## config.mk

```make
export PLATFORM = sky130hd
export DESIGN_NAME = pipo_register
export DESIGN_NICKNAME = d
export VERILOG_FILES = /design/src/rtl/pipo_pkg.sv /design/src/rtl/pipo_stage.sv /design/src/rtl/pipo_register.sv
export SDC_FILE = /design/constraint.sdc
export NUM_CORES = 1
export LEC_CHECK = 0
export BUFFER_PORTS_ARGS = -buffer_cell sky130_fd_sc_hd__buf_2
export CORE_AREA = 10 10 62 64
export CTS_CLUSTER_SIZE = 8
export DETAILED_ROUTE_END_ITERATION = 6
export DIE_AREA = 0 0 72 74
export GPL_ROUTABILITY_DRIVEN = 0
export PLACE_DENSITY = 0.68
export SETUP_SLACK_MARGIN = 0.02
export SLEW_MARGIN = 20
export SYNTH_ARGS = -nofsm -noshare
export SYNTH_HDL_FRONTEND = slang
export SYNTH_SLANG_ARGS = --single-unit
```

## constraint.sdc

```tcl
create_clock -name clk -period 0.8 [get_ports clk]
set_input_delay 0.08 -clock clk [delete_from_list [all_inputs] [get_ports clk]]
set_output_delay 0.08 -clock clk [all_outputs]
set_load 0.005 [all_outputs]
```

## src/rtl/pipo_pkg.sv

```systemverilog
// Shared constants, word type and parity helper for the pipo_register slice.
// pipo_parity is only referenced when PIPO_REGISTER_PARITY_EN is defined.
package pipo_pkg;

    localparam int PIPO_DEF_WIDTH  = 32;
    localparam int PIPO_MAX_STAGES = 16;
    localparam int PIPO_MAX_WIDTH  = 1024;

    typedef logic [PIPO_DEF_WIDTH-1:0] pipo_word_t;

    // Callers zero-extend narrower words; the extra zeros leave the parity unchanged.
    function automatic logic pipo_parity(input logic [PIPO_MAX_WIDTH-1:0] word);
        return ^word;
    endfunction

endpackage

```

## src/rtl/pipo_stage.sv

```systemverilog
// One WIDTH-bit register stage with asynchronous active-low reset to RESET_VALUE.
module pipo_stage
    import pipo_pkg::*;
#(
    parameter int               WIDTH       = PIPO_DEF_WIDTH,
    parameter logic [WIDTH-1:0] RESET_VALUE = {WIDTH{1'b0}}
) (
    input  logic             clk,
    input  logic             rst,
    input  logic [WIDTH-1:0] d,
    output logic [WIDTH-1:0] q
);

    logic [WIDTH-1:0] stage_d;
    logic [WIDTH-1:0] stage_q;

    always_comb begin
        stage_d = d;
    end

    always_ff @(posedge clk or negedge rst) begin
        if (!rst) begin
            stage_q <= RESET_VALUE;
        end else begin
            stage_q <= stage_d;
        end
    end

    assign q = stage_q;

endmodule

```

## src/rtl/pipo_register.sv

```systemverilog
// Parallel-in/parallel-out register of STAGES cascaded pipo_stage flops.
// Optional registered even-parity output so_par under macro PIPO_REGISTER_PARITY_EN.
module pipo_register
    import pipo_pkg::*;
#(
    parameter int               WIDTH       = PIPO_DEF_WIDTH,
    parameter int               STAGES      = 1,
    parameter logic [WIDTH-1:0] RESET_VALUE = {WIDTH{1'b0}}
) (
    input  logic             clk,
    input  logic             rst,
    input  logic [WIDTH-1:0] si,
`ifdef PIPO_REGISTER_PARITY_EN
    output logic [WIDTH-1:0] so,
    output logic             so_par
`else
    output logic [WIDTH-1:0] so
`endif
);

    if (WIDTH < 1 || WIDTH > PIPO_MAX_WIDTH) begin : g_bad_width
        $error("pipo_register: WIDTH=%0d outside 1..%0d", WIDTH, PIPO_MAX_WIDTH);
    end
    if (STAGES < 1 || STAGES > PIPO_MAX_STAGES) begin : g_bad_stages
        $error("pipo_register: STAGES=%0d outside 1..%0d", STAGES, PIPO_MAX_STAGES);
    end

    logic [WIDTH-1:0] stage_d [STAGES];
    logic [WIDTH-1:0] stage_q [STAGES];

    for (genvar k = 0; k < STAGES; k++) begin : g_stage
        if (k == 0) begin : g_first
            assign stage_d[k] = si;
        end else begin : g_next
            assign stage_d[k] = stage_q[k-1];
        end

        pipo_stage #(
            .WIDTH       (WIDTH),
            .RESET_VALUE (RESET_VALUE)
        ) u_stage (
            .clk (clk),
            .rst (rst),
            .d   (stage_d[k]),
            .q   (stage_q[k])
        );
    end

    assign so = stage_q[STAGES-1];

`ifdef PIPO_REGISTER_PARITY_EN
    // Parity is computed from the final stage's input so it lands on the same edge as so.
    localparam logic SO_PAR_RESET = ^RESET_VALUE;

    logic [PIPO_MAX_WIDTH-1:0] par_word;
    logic                      so_par_d;
    logic                      so_par_q;

    always_comb begin
        par_word             = '0;
        par_word[WIDTH-1:0]  = stage_d[STAGES-1];
        so_par_d             = pipo_parity(par_word);
    end

    always_ff @(posedge clk or negedge rst) begin
        if (!rst) begin
            so_par_q <= SO_PAR_RESET;
        end else begin
            so_par_q <= so_par_d;
        end
    end

    assign so_par = so_par_q;
`endif

endmodule

```

After elaboration in Yosys (flattened, before gate mapping)
Cells that the tools add are included.
{"block": "totals", "ff_bits": 32, "input_bits": 34, "out_inout_bits": 32, "word_cells": 1}

Longest topological paths before layout
{"block": "depth", "word_depth": 0, "ltp_mapped": 0}

Worst setup path after synthesis
No wires, ideal clock.
{"block": "synth_timing", "kind": "flip-flop to output port", "from": "reg g_stage[0].u_stage.stage_q[0]", "to": "out so[0]", "t_arrival_ps": 349, "required_time_ps": 720, "setup_slack_ps": 371, "stages_incl_launch_ff": 1, "cell_sequence": "dfrtp_1"}
{"item": "start, declared", "line_no": "pipo_stage.sv:15", "source": "logic [WIDTH-1:0] stage_q;"}
{"item": "start signal, assigned", "line_no": "pipo_stage.sv:25", "source": "stage_q <= stage_d;"}
{"item": "end, declared", "line_no": "pipo_register.sv:17", "source": "output logic [WIDTH-1:0] so"}
No word-level cell between the ends.

Worst setup path after layout
{"block": "layout_timing", "from": "reg g_stage[0].u_stage.stage_q[7]", "to": "out so[7]"}
No word-level cell between the ends.

==> results.json <==
{
  "status": "complete, but fails checks",
  "violations": "negative setup slack",
  "slowest_stage": "dfrtp_1",
  "worstPathMaxFanout": 1,
  "grt_setup_unrepaired": "yes",
  "antenna_found_initial": 0,
  "viasPerCell": 3.95,
  "path_cells": "buf_2",
  "setup_violations": 32,
  "yosysWarnings": 0,
  "largest_reg_flops": 32,
  "timing.final.crit_share_pct": 113,
  "grt_first_pass_wirelength_um": 3800,
  "wl_met1_um": 717,
  "ir_worst_vdd_mv": 1.79,
  "grt_overflow": 0,
  "fmax_mhz": 1100,
  "required_ns": 0.72,
  "diodes": 0,
  "totalPowerFinal_mw": 2.98,
  "leakage_nw": 0.809,
  "htreeDepth": 2,
  "drv_cap": 0,
  "dieArea_sq_um": 5330,
  "coreArea_sq_um": 2660,
  "grt_max_degree": 20,
  "wl_per_cell_um": 14.8,
  "clockBufferDepth": 2,
  "dieHeight_um": 74,
  "fp.dieW_um": 72,
  "grt_pass1_vias": 836,
  "p_seq_share_pct": 57.6,
  "drtIter0Drc": 9,
  "syn-instance-count": 32,
  "p_sw_share_pct": 21.1,
  "maxSlewHeadroom_pct": 84.1,
  "period_minus_slack_ns": 0.908,
  "tightest_slew_ns": 0.238,
  "grtUsageTotal_pct": 9.81,
  "remaining_drc_errors": 0,
  "end_kind": "output pin",
  "cts_buffers": 5,
  "p_comb_share_pct": 11.4,
  "critPathLaunchType": "flip-flop",
  "synth.avg_cell_area_sq_um": 25.0,
  "n_fill_cell": 219,
  "syn_nets": 66,
  "io_buffer_count": 65,
  "ys_ff_latch": 32,
  "top_layer": "met4",
  "arrival_ns": 0.83,
  "cts_root_buffer": "clkbuf_4",
  "cts_tree": "yes",
  "wl_um": 2530,
  "max_stage_delay_ns": 0.38,
  "clkTransAtPathRegs_ns": 0.09,
  "ios": 66,
  "cts_resized": 0,
  "fin_nets": 173,
  "drive_above_1_share_pct": 52.1,
  "slew_violations": 0,
  "p_clk_share_pct": 31.0,
  "initial_utilization_pct": 30.1,
  "fin_ws_ns": -0.108,
  "area_delta_synth_final_pct": 95.9,
  "yosysSeqAreaShare_pct": 100,
  "drtAntennaViolNets": 0,
  "rows": 19,
  "hp-class": "input pin to async pin",
  "synth_cell_types": 1,
  "crit_type": "flip-flop to output pin",
  "via_count": 675,
  "wl_met2_um": 1360,
  "num-multi-input-gates": 0,
  "clkSinkCount": 32,
  "path_delay_family": "flip-flops",
  "syn_area_sq_um": 801,
  "wl_met3_um": 395,
  "p_int_mw": 2.35,
  "multi_input_area_sq_um": 0,
  "p_switching_mw": 0.629,
  "hold_viol_final": 0,
  "whs_ns": 0.234,
  "dr.pass1.iters": 2,
  "timing.critical_path.buf_inv": 1,
  "p_per_area_nw_per_um2": 1900
}
[cell type report]
class / count / area, sq um / area share, %
clock buffers: 8 / 58.8 / 3.75
flip-flops and latches: 32 / 801 / 51.0
well taps: 31 / 38.8 / 2.47
repair buffers: 100 / 671 / 42.7
[layer usage]
layer  global-route usage [%]  vias up
li1                         -      310
met1                     6.99      313
met2                     17.5       43
met3                     7.58        9
met4                     6.45        0
met5                        0        -
[power by group through the flow]
stage	combinational (mW)	clock, mW	sequential, mW
2_1_floorplan	0	0	1.76
3_3_place_gp	0.214	0	1.74
3_5_place_dp	0.221	0	1.75
4_1_cts	0.345	0.975	1.72
5_1_grt	0.375	1.05	1.72
6_report	0.339	0.925	1.72
[worst paths after layout]
check,from,end,slack (ns),cells past startpoint
max in group asynchronous,rst,g_stage[0].u_stage.q[19]$_DFF_PN0_,0.33,3
min in group clk,si[20],g_stage[0].u_stage.q[20]$_DFF_PN0_,0.39,2
max,g_stage[0].u_stage.q[7]$_DFF_PN0_,so[7],-0.11,1
min,rst,g_stage[0].u_stage.q[16]$_DFF_PN0_,0.23,3
[per-stage QoR]
step / util [%] / instance area, sq um / std cells / TNS [ns] / worst slack, ns
3_5_place_dp: 44.3 / 1180 / 130 / 0 / 0.238
4_1_cts: 58.9 / 1570 / 171 / -3.56 / -0.138
5_1_grt: 58.9 / 1570 / 171 / -4.45 / -0.159
6_report: 58.9 / 1570 / 171 / -2.79 / -0.108
2_1_floorplan: - / 801 / 32 / 0 / 0.371
3_3_place_gp: 44.3 / 1180 / 130 / 0 / 0.258
[layout by cell type, fill, tap and decap left out]
cell type,instances
buf_4,2
dlygate4sd3_1,33
buf_2,65
clkbuf_4,5
clkbuf_8,1
dfrtp_1,32
clkbuf_1,2
[Yosys cell counts]
| cell type | number | area share, % |
|---|---|---|
| dfrtp_1 | 32 | 100 |
[timing repair]
action / 4_1_cts / 5_1_grt
endpoints found under the hold margin: 64 / 0
cloned: 0 / 0
setup buffers: 0 / 0
endpoints found under the setup margin: 32 / 32
hold buffers: 33 / 0
[logic make-up (layout without fill, tap and decap cells)]
| kind of cell | Yosys count | after routing | share of synthesized area [%] |
|---|---|---|---|
| buf+inv | 0 | 108 | 0 |
| flops | 32 | 32 | 100 |
No activity file was read; power rests on OpenSTA's default activity.
